## config.mk

```make
export PLATFORM = sky130hd
export DESIGN_NAME = sumac2_arbitro_flat
export DESIGN_NICKNAME = d
export VERILOG_FILES = /design/src/rtl/sumac2_arb_pkg.sv /design/src/rtl/sumac2_arbitro_if.sv /design/src/rtl/rr_arbitro.sv /design/src/rtl/sumac2.sv /design/src/rtl/sumac2_arbitro.sv /design/src/flat_wrapper.sv
export SDC_FILE = /design/constraint.sdc
export NUM_CORES = 1
export LEC_CHECK = 0
export BUFFER_PORTS_ARGS = -buffer_cell sky130_fd_sc_hd__buf_2
export CORE_ASPECT_RATIO = 0.5
export CORE_UTILIZATION = 55
export CTS_CLUSTER_SIZE = 24
export DETAILED_ROUTE_END_ITERATION = 7
export PLACE_DENSITY = 0.93
export SYNTH_ARGS = -nofsm -noshare
export SYNTH_HDL_FRONTEND = slang
export SYNTH_SLANG_ARGS = --single-unit
```

## constraint.sdc

```tcl
create_clock -name clk -period 7.11 [get_ports clk]
set_input_delay 0.711 -clock clk [delete_from_list [all_inputs] [get_ports clk]]
set_output_delay 0.711 -clock clk [all_outputs]
set_load 0.05 [all_outputs]
```

## src/rtl/sumac2_arb_pkg.sv

```systemverilog
// Shared types and helpers for the round-robin arbitrated SumaC2 adder.
// Imported by the top level of the slice.
package sumac2_arb_pkg;

  typedef enum logic [1:0] {
    IDLE = 2'd0,
    SUMA = 2'd1,
    RESP = 2'd2
  } estado_t;

  // Two's-complement overflow: operands share a sign that the sum does not.
  function automatic logic ovf_c2(input logic a_msb, input logic b_msb, input logic s_msb);
    return (a_msb == b_msb) && (s_msb != a_msb);
  endfunction

endpackage

```

## src/rtl/sumac2_arbitro_if.sv

```systemverilog
// Request/response bundle between NUM_REQ requesters, one consumer and the
// shared adder. The master side drives requests and accepts responses.
interface sumac2_arbitro_if #(
  parameter int ANCHO   = 8,
  parameter int NUM_REQ = 4
);
  localparam int ID_W = $clog2(NUM_REQ);

  logic [NUM_REQ-1:0]       req_valid;
  logic [NUM_REQ-1:0]       req_ready;
  logic [NUM_REQ*ANCHO-1:0] req_a;
  logic [NUM_REQ*ANCHO-1:0] req_b;
  logic [NUM_REQ-1:0]       req_ci;

  logic                     rsp_valid;
  logic                     rsp_ready;
  logic [ID_W-1:0]          rsp_id;
  logic [ANCHO-1:0]         rsp_s;
  logic                     rsp_cout;
  logic                     rsp_ovf;

  modport master (
    output req_valid, req_a, req_b, req_ci, rsp_ready,
    input  req_ready, rsp_valid, rsp_id, rsp_s, rsp_cout, rsp_ovf
  );

  modport slave (
    input  req_valid, req_a, req_b, req_ci, rsp_ready,
    output req_ready, rsp_valid, rsp_id, rsp_s, rsp_cout, rsp_ovf
  );

endinterface

```

## src/rtl/rr_arbitro.sv

```systemverilog
// Combinational round-robin picker: first requester after ptr, with wrap.
// The pointer register lives in the parent.
module rr_arbitro #(
  parameter int NUM_REQ = 4,
  parameter int ID_W    = $clog2(NUM_REQ)
) (
  input  logic [NUM_REQ-1:0] req,
  input  logic               en,
  input  logic [ID_W-1:0]    ptr,
  output logic [NUM_REQ-1:0] gnt,
  output logic [ID_W-1:0]    id
);

  int unsigned idx;
  logic        found;

  always_comb begin
    // NOTE: every output of this block is given a default before any branch, so no path can leave a latch.
    gnt   = '0;
    id    = '0;
    idx   = 0;
    found = 1'b0;
    if (en) begin
      for (int k = 1; k <= NUM_REQ; k++) begin
        idx = (int'(ptr) + k) % NUM_REQ;
        if (!found && req[idx]) begin
          found    = 1'b1;
          gnt[idx] = 1'b1;
          id       = ID_W'(idx);
        end
      end
    end
  end

endmodule

```

## src/rtl/sumac2.sv

```systemverilog
// SumaC2: ANCHO-bit ripple-carry two's-complement adder with carry in/out.
// Sum wraps modulo 2^ANCHO; coutfin is the carry out of the MSB.
module sumac2 #(
  parameter int ANCHO = 8
) (
  input  logic [ANCHO-1:0] a,
  input  logic [ANCHO-1:0] b,
  input  logic             ci,
  output logic [ANCHO-1:0] s,
  output logic             coutfin
);

  logic carry;

  always_comb begin
    carry = ci;
    s     = '0;
    for (int i = 0; i < ANCHO; i++) begin
      s[i]  = a[i] ^ b[i] ^ carry;
      carry = (a[i] & b[i]) | (carry & (a[i] ^ b[i]));
    end
    coutfin = carry;
  end

endmodule

```

## src/rtl/sumac2_arbitro.sv

```systemverilog
// One SumaC2 adder shared by NUM_REQ requesters: round-robin grant, one
// registered add, result returned with the owner ID on a valid/ready channel.
module sumac2_arbitro
  import sumac2_arb_pkg::*;
#(
  parameter int ANCHO   = 8,
  parameter int NUM_REQ = 4
) (
  input  logic                 clk,
  input  logic                 rst_n,
  sumac2_arbitro_if.slave      bus,
  output logic                 busy
);

  localparam int ID_W = $clog2(NUM_REQ);

  estado_t             estado, estado_sig;
  logic [ID_W-1:0]     rr_ptr;
  logic [NUM_REQ-1:0]  gnt;
  logic [ID_W-1:0]     win_id;
  logic                arb_en;
  logic                acepta;

  logic [ANCHO-1:0]    op_a, op_b;
  logic                op_ci;
  logic [ID_W-1:0]     op_id;

  logic [ANCHO-1:0]    sum_s;
  logic                sum_cout;

  logic                rsp_valid_q;
  logic [ID_W-1:0]     rsp_id_q;
  logic [ANCHO-1:0]    rsp_s_q;
  logic                rsp_cout_q;
  logic                rsp_ovf_q;

  // Grants are only offered in IDLE and never while reset is held.
  assign arb_en = (estado == IDLE) && rst_n;
  assign acepta = |gnt;

  rr_arbitro #(
    .NUM_REQ (NUM_REQ),
    .ID_W    (ID_W)
  ) u_arb (
    .req (bus.req_valid),
    .en  (arb_en),
    .ptr (rr_ptr),
    .gnt (gnt),
    .id  (win_id)
  );

  sumac2 #(
    .ANCHO (ANCHO)
  ) u_suma (
    .a       (op_a),
    .b       (op_b),
    .ci      (op_ci),
    .s       (sum_s),
    .coutfin (sum_cout)
  );

  always_comb begin
    estado_sig = estado;
    unique case (estado)
      IDLE:    if (acepta) estado_sig = SUMA;
      SUMA:    estado_sig = RESP;
      RESP:    if (bus.rsp_ready) estado_sig = IDLE;
      default: estado_sig = IDLE;
    endcase
  end

  always_ff @(posedge clk or negedge rst_n) begin
    // NOTE: state registers use non-blocking assignment so every flop samples pre-edge values.
    if (!rst_n) estado <= IDLE;
    else        estado <= estado_sig;
  end

  always_ff @(posedge clk or negedge rst_n) begin
    // NOTE: operand and result registers are reset too, so nothing stale is observable after reset.
    if (!rst_n) begin
      rr_ptr      <= ID_W'(NUM_REQ - 1);
      op_a        <= '0;
      op_b        <= '0;
      op_ci       <= 1'b0;
      op_id       <= '0;
      rsp_valid_q <= 1'b0;
      rsp_id_q    <= '0;
      rsp_s_q     <= '0;
      rsp_cout_q  <= 1'b0;
      rsp_ovf_q   <= 1'b0;
    end else begin
      unique case (estado)
        IDLE: begin
          if (acepta) begin
            op_a   <= bus.req_a[int'(win_id)*ANCHO +: ANCHO];
            op_b   <= bus.req_b[int'(win_id)*ANCHO +: ANCHO];
            op_ci  <= bus.req_ci[win_id];
            op_id  <= win_id;
            rr_ptr <= win_id;
          end
        end
        SUMA: begin
          rsp_s_q     <= sum_s;
          rsp_cout_q  <= sum_cout;
          rsp_ovf_q   <= ovf_c2(op_a[ANCHO-1], op_b[ANCHO-1], sum_s[ANCHO-1]);
          rsp_id_q    <= op_id;
          rsp_valid_q <= 1'b1;
        end
        RESP: begin
          if (bus.rsp_ready) rsp_valid_q <= 1'b0;
        end
        default: rsp_valid_q <= 1'b0;
      endcase
    end
  end

  assign bus.req_ready = gnt;
  assign bus.rsp_valid = rsp_valid_q;
  assign bus.rsp_id    = rsp_id_q;
  assign bus.rsp_s     = rsp_s_q;
  assign bus.rsp_cout  = rsp_cout_q;
  assign bus.rsp_ovf   = rsp_ovf_q;
  assign busy          = (estado != IDLE);

endmodule

```

## src/flat_wrapper.sv

```systemverilog
// flat-port wrapper written by rule: the top's interface ports become plain ports
module sumac2_arbitro_flat import sumac2_arb_pkg::*;
#(
  parameter int ANCHO   = 8,
  parameter int NUM_REQ = 4
)
  (clk, rst_n, busy, bus_req_valid, bus_req_a, bus_req_b, bus_req_ci, bus_rsp_ready, bus_req_ready, bus_rsp_valid, bus_rsp_id, bus_rsp_s, bus_rsp_cout, bus_rsp_ovf);
  sumac2_arbitro_if #(.ANCHO(ANCHO), .NUM_REQ(NUM_REQ)) bus_i ();
  input  logic clk;
  input  logic rst_n;
  output logic busy;
  input wire logic [$bits(bus_i.req_valid)-1:0] bus_req_valid;
  input wire logic [$bits(bus_i.req_a)-1:0] bus_req_a;
  input wire logic [$bits(bus_i.req_b)-1:0] bus_req_b;
  input wire logic [$bits(bus_i.req_ci)-1:0] bus_req_ci;
  input wire logic [$bits(bus_i.rsp_ready)-1:0] bus_rsp_ready;
  output wire logic [$bits(bus_i.req_ready)-1:0] bus_req_ready;
  output wire logic [$bits(bus_i.rsp_valid)-1:0] bus_rsp_valid;
  output wire logic [$bits(bus_i.rsp_id)-1:0] bus_rsp_id;
  output wire logic [$bits(bus_i.rsp_s)-1:0] bus_rsp_s;
  output wire logic [$bits(bus_i.rsp_cout)-1:0] bus_rsp_cout;
  output wire logic [$bits(bus_i.rsp_ovf)-1:0] bus_rsp_ovf;
  assign bus_i.req_valid = bus_req_valid;
  assign bus_i.req_a = bus_req_a;
  assign bus_i.req_b = bus_req_b;
  assign bus_i.req_ci = bus_req_ci;
  assign bus_i.rsp_ready = bus_rsp_ready;
  assign bus_req_ready = bus_i.req_ready;
  assign bus_rsp_valid = bus_i.rsp_valid;
  assign bus_rsp_id = bus_i.rsp_id;
  assign bus_rsp_s = bus_i.rsp_s;
  assign bus_rsp_cout = bus_i.rsp_cout;
  assign bus_rsp_ovf = bus_i.rsp_ovf;
  sumac2_arbitro #(.ANCHO(ANCHO), .NUM_REQ(NUM_REQ)) u_core (.clk(clk), .rst_n(rst_n), .bus(bus_i), .busy(busy));
endmodule
```

==> results.yml <==
status:
  status: "completed"
timing:
  tightest_slew_ns: 1.16
  fin_crit_sh_pct: 62.4
  fmax_mhz: 225
  relSlewSlack_pct: 22.8
  setup_tns_ns: 0
  setup_viol: 0
  drv_slew: 0
  finalCriticalPeriod_ns: 4.43
  setup_slack_ns: 2.68
  finalHoldViolCount: 0
  skew_ns: 0.00503
  rsz0062_at_grt: "false"
synth:
  seq_area_frac_synth_pct: 32.8
  syn_avg_cell_area_um2: 9.57
  syn-num-nets: 380
  syn-cell-area_um2: 2760
  yosysTopAreaCell: "dfrtp_1"
  netlist_top_cells_area: "dfrtp_1, nor3b_1, a211oi_1, fa_1, o31ai_1"
  yosysWarnings: 0
  yosysMostFrequentCell: "nor3b_1"
  synth_cell_types: 42
  synth_edf_count: 0
  synth_top_area_share_pct: 30.9
  synthCells: 288
  synthArstFlopShare_pct: 100
  ys_ff_latch: 36
  synth_common_cells: "nor3b_1, a211oi_1, dfrtp_1"
  synth_ff_type: "dfrtp_1"
clock_tree:
  tritoncts: "done"
  clock_latency_ns: 0.29
  cts_setup_buffers: 0
  clkTransAtPathRegs_ns: 0.07
  cts_root_buffer: "clkbuf_8"
  cts_resized: 0
  clockBufferDepth: 2
  htree_levels: 2
  cts_buffers: 5
  cts_hold_buffers: 0
  cts_sinks: 36
finish:
  multi_input_area_um2: 1680
  fillers: 345
  layout.nets: 457
  seqCellArea_um2: 903
  areaGrowthSynthToFinish_pct: 19.6
  n_antenna_cell: 0
  drive_gt1_share_pct: 32.5
floorplan:
  core_region_area_um2: 4590
  ios: 93
  die_area_um2: 5320
  die_y_um: 52.1
  start_util_pct: 60.0
  placementRows: 17
  die_x_um: 102
critical_path:
  end_kind: "register"
  arrival_ns: 4.62
  r2r-start: "u_core.rr_ptr[0]"
  critPathLaunch: "u_core.rr_ptr[0]"
  start_kind: "register"
  cp.required_ns: 7.29
  reg2reg_depth: 8
  crit_type: "register to register"
  cpMaxStageDelayCell: "o41ai_4"
  slowest_delay_ns: 0.89
  crit_chain: "inv_1, ha_1, mux4_2, nor2b_1, a22o_1, o41ai_4, and3_1, mux2_2"
  rr_endpoint: "u_core.op_id[0]"
  ff2ff_setup_slack_ns: 2.68
  critPathCapture: "u_core.op_id[0]"
  crit_fanout: 22
place:
  hpwlAfterDp_um: 5580
  place_congestion: 0.933
  dp_slack_ns: 2.77
  io_buffers: 92
route:
  dr_total_vias: 2707
  post_drt_wl_per_cell_um: 17.2
  drc: 0
  routed_via_density: 6.27
  ant_nets: 0
  drt_iter0_markers: 205
  drt-pass1-iter-count: 5
  wl_um: 7450
pwr:
  total_power_uw: 1460
  leakage_uw: 0.00148
  powerDensity_nw_per_um2: 442
  vdd_drop_max_mv: 0.268
global_route:
  antenna_found_initial: 0
  grt_start_max_net_pins: 39
  grt_overflow_total: 0
  grt_util_all_layers_pct: 29.0
  grt_pass1_vias: 2477
  grt_pass1_wl_um: 11600
job:
  cap_violations: 0
worst_hold_path:
  hold_path.class: "register to register"
  min_path_cells: 2
==> flip-flops by register name, summed over array words and instances, names as in the netlist, 2 cells and up <==
| name | flops |
|---|---|
| u_core.bus.rsp_s | 8 |
| u_core.op_a | 8 |
| u_core.op_b | 8 |
| u_core.bus.rsp_id | 2 |
| u_core.estado | 2 |
| u_core.op_id | 2 |
| u_core.rr_ptr | 2 |
==> per-stage QoR <==
step                      hold WS, ns  std cells  instance area, um2  utilization (%)
after floorplan                 0.415        288                2760                -
after global placement          0.454        424                3200             69.7
after detailed placement        0.456        424                3200             69.7
after CTS                       0.475        432                3300             71.7
after global routing            0.491        432                3300             71.7
final                           0.472        432                3300             71.7
==> kinds of logic after synthesis <==
family | synth area share, %
buffers and inverters | 6.49
adder cells (fa/ha/maj) | 9.90
XOR/XNOR | 0.318
AND/OR/NAND/NOR | 22.7
flip-flops | 32.8
multiplexers | 6.17
AO/OA/AOI/OAI | 21.6
==> layout by cell type (no fill, tap or decap), types with 3 or more instances in the layout <==
| master | count |
|---|---|
| buf_2 | 92 |
| nor3b_1 | 37 |
| a211oi_1 | 35 |
| dfrtp_1 | 34 |
| nand2_1 | 31 |
| o31ai_1 | 18 |
| nand4_1 | 17 |
| inv_1 | 15 |
| ha_1 | 9 |
| mux2i_1 | 8 |
| fa_1 | 8 |
| o21ai_0 | 7 |
| clkbuf_8 | 6 |
| nor2_1 | 4 |
| mux4_2 | 3 |
| a21oi_1 | 3 |
| or2_2 | 3 |
==> cell type report <==
type / instances / share of cell area, %
well taps: 66 / 2.51
clock buffers: 7 / 2.62
inverters: 15 / 1.71
repair buffers: 94 / 14.4
multi-input cells: 213 / 51.1
clock inverters: 1 / 0.228
flip-flops and latches: 36 / 27.4
==> metal layers <==
metal	part of all wire, %	wire length (um)	global-route usage, %
met1	43	3230	38.1
met2	45	3360	46.3
met3	8.8	655	7.53
met4	2.8	210	11.4
met5	0	0	0
==> critical path, delay by kind of cell (launching register included) <==
kind | cells | cell delay [ns]
mux | 2 | 0.80
fa+ha+maj | 1 | 0.40
buf+inv | 1 | 0.18
simple gates | 2 | 1.05
compound gates | 2 | 1.14
flops | 1 | 0.73
==> worst min-delay path by stage <==
stage | endpoint | from
4_1_cts | u_core.bus.rsp_id[0] | u_core.bus.rsp_id[0]
6_report | u_core.bus.rsp_s[2] | u_core.bus.rsp_s[2]
3_3_place_gp | u_core.bus.rsp_s[6] | u_core.bus.rsp_s[6]
2_1_floorplan | u_core.bus.rsp_cout | rst_n
3_5_place_dp | u_core.bus.rsp_id[0] | u_core.op_id[0]
5_1_grt | u_core.bus.rsp_s[4] | u_core.bus.rsp_s[4]
==> power breakdown <==
group | switching (uW) | internal, uW
combinational | 599 | 309
sequential | 90.2 | 306
clock | 73.6 | 78.7
total | 763 | 694
Power figures use the tool's default switching activity.
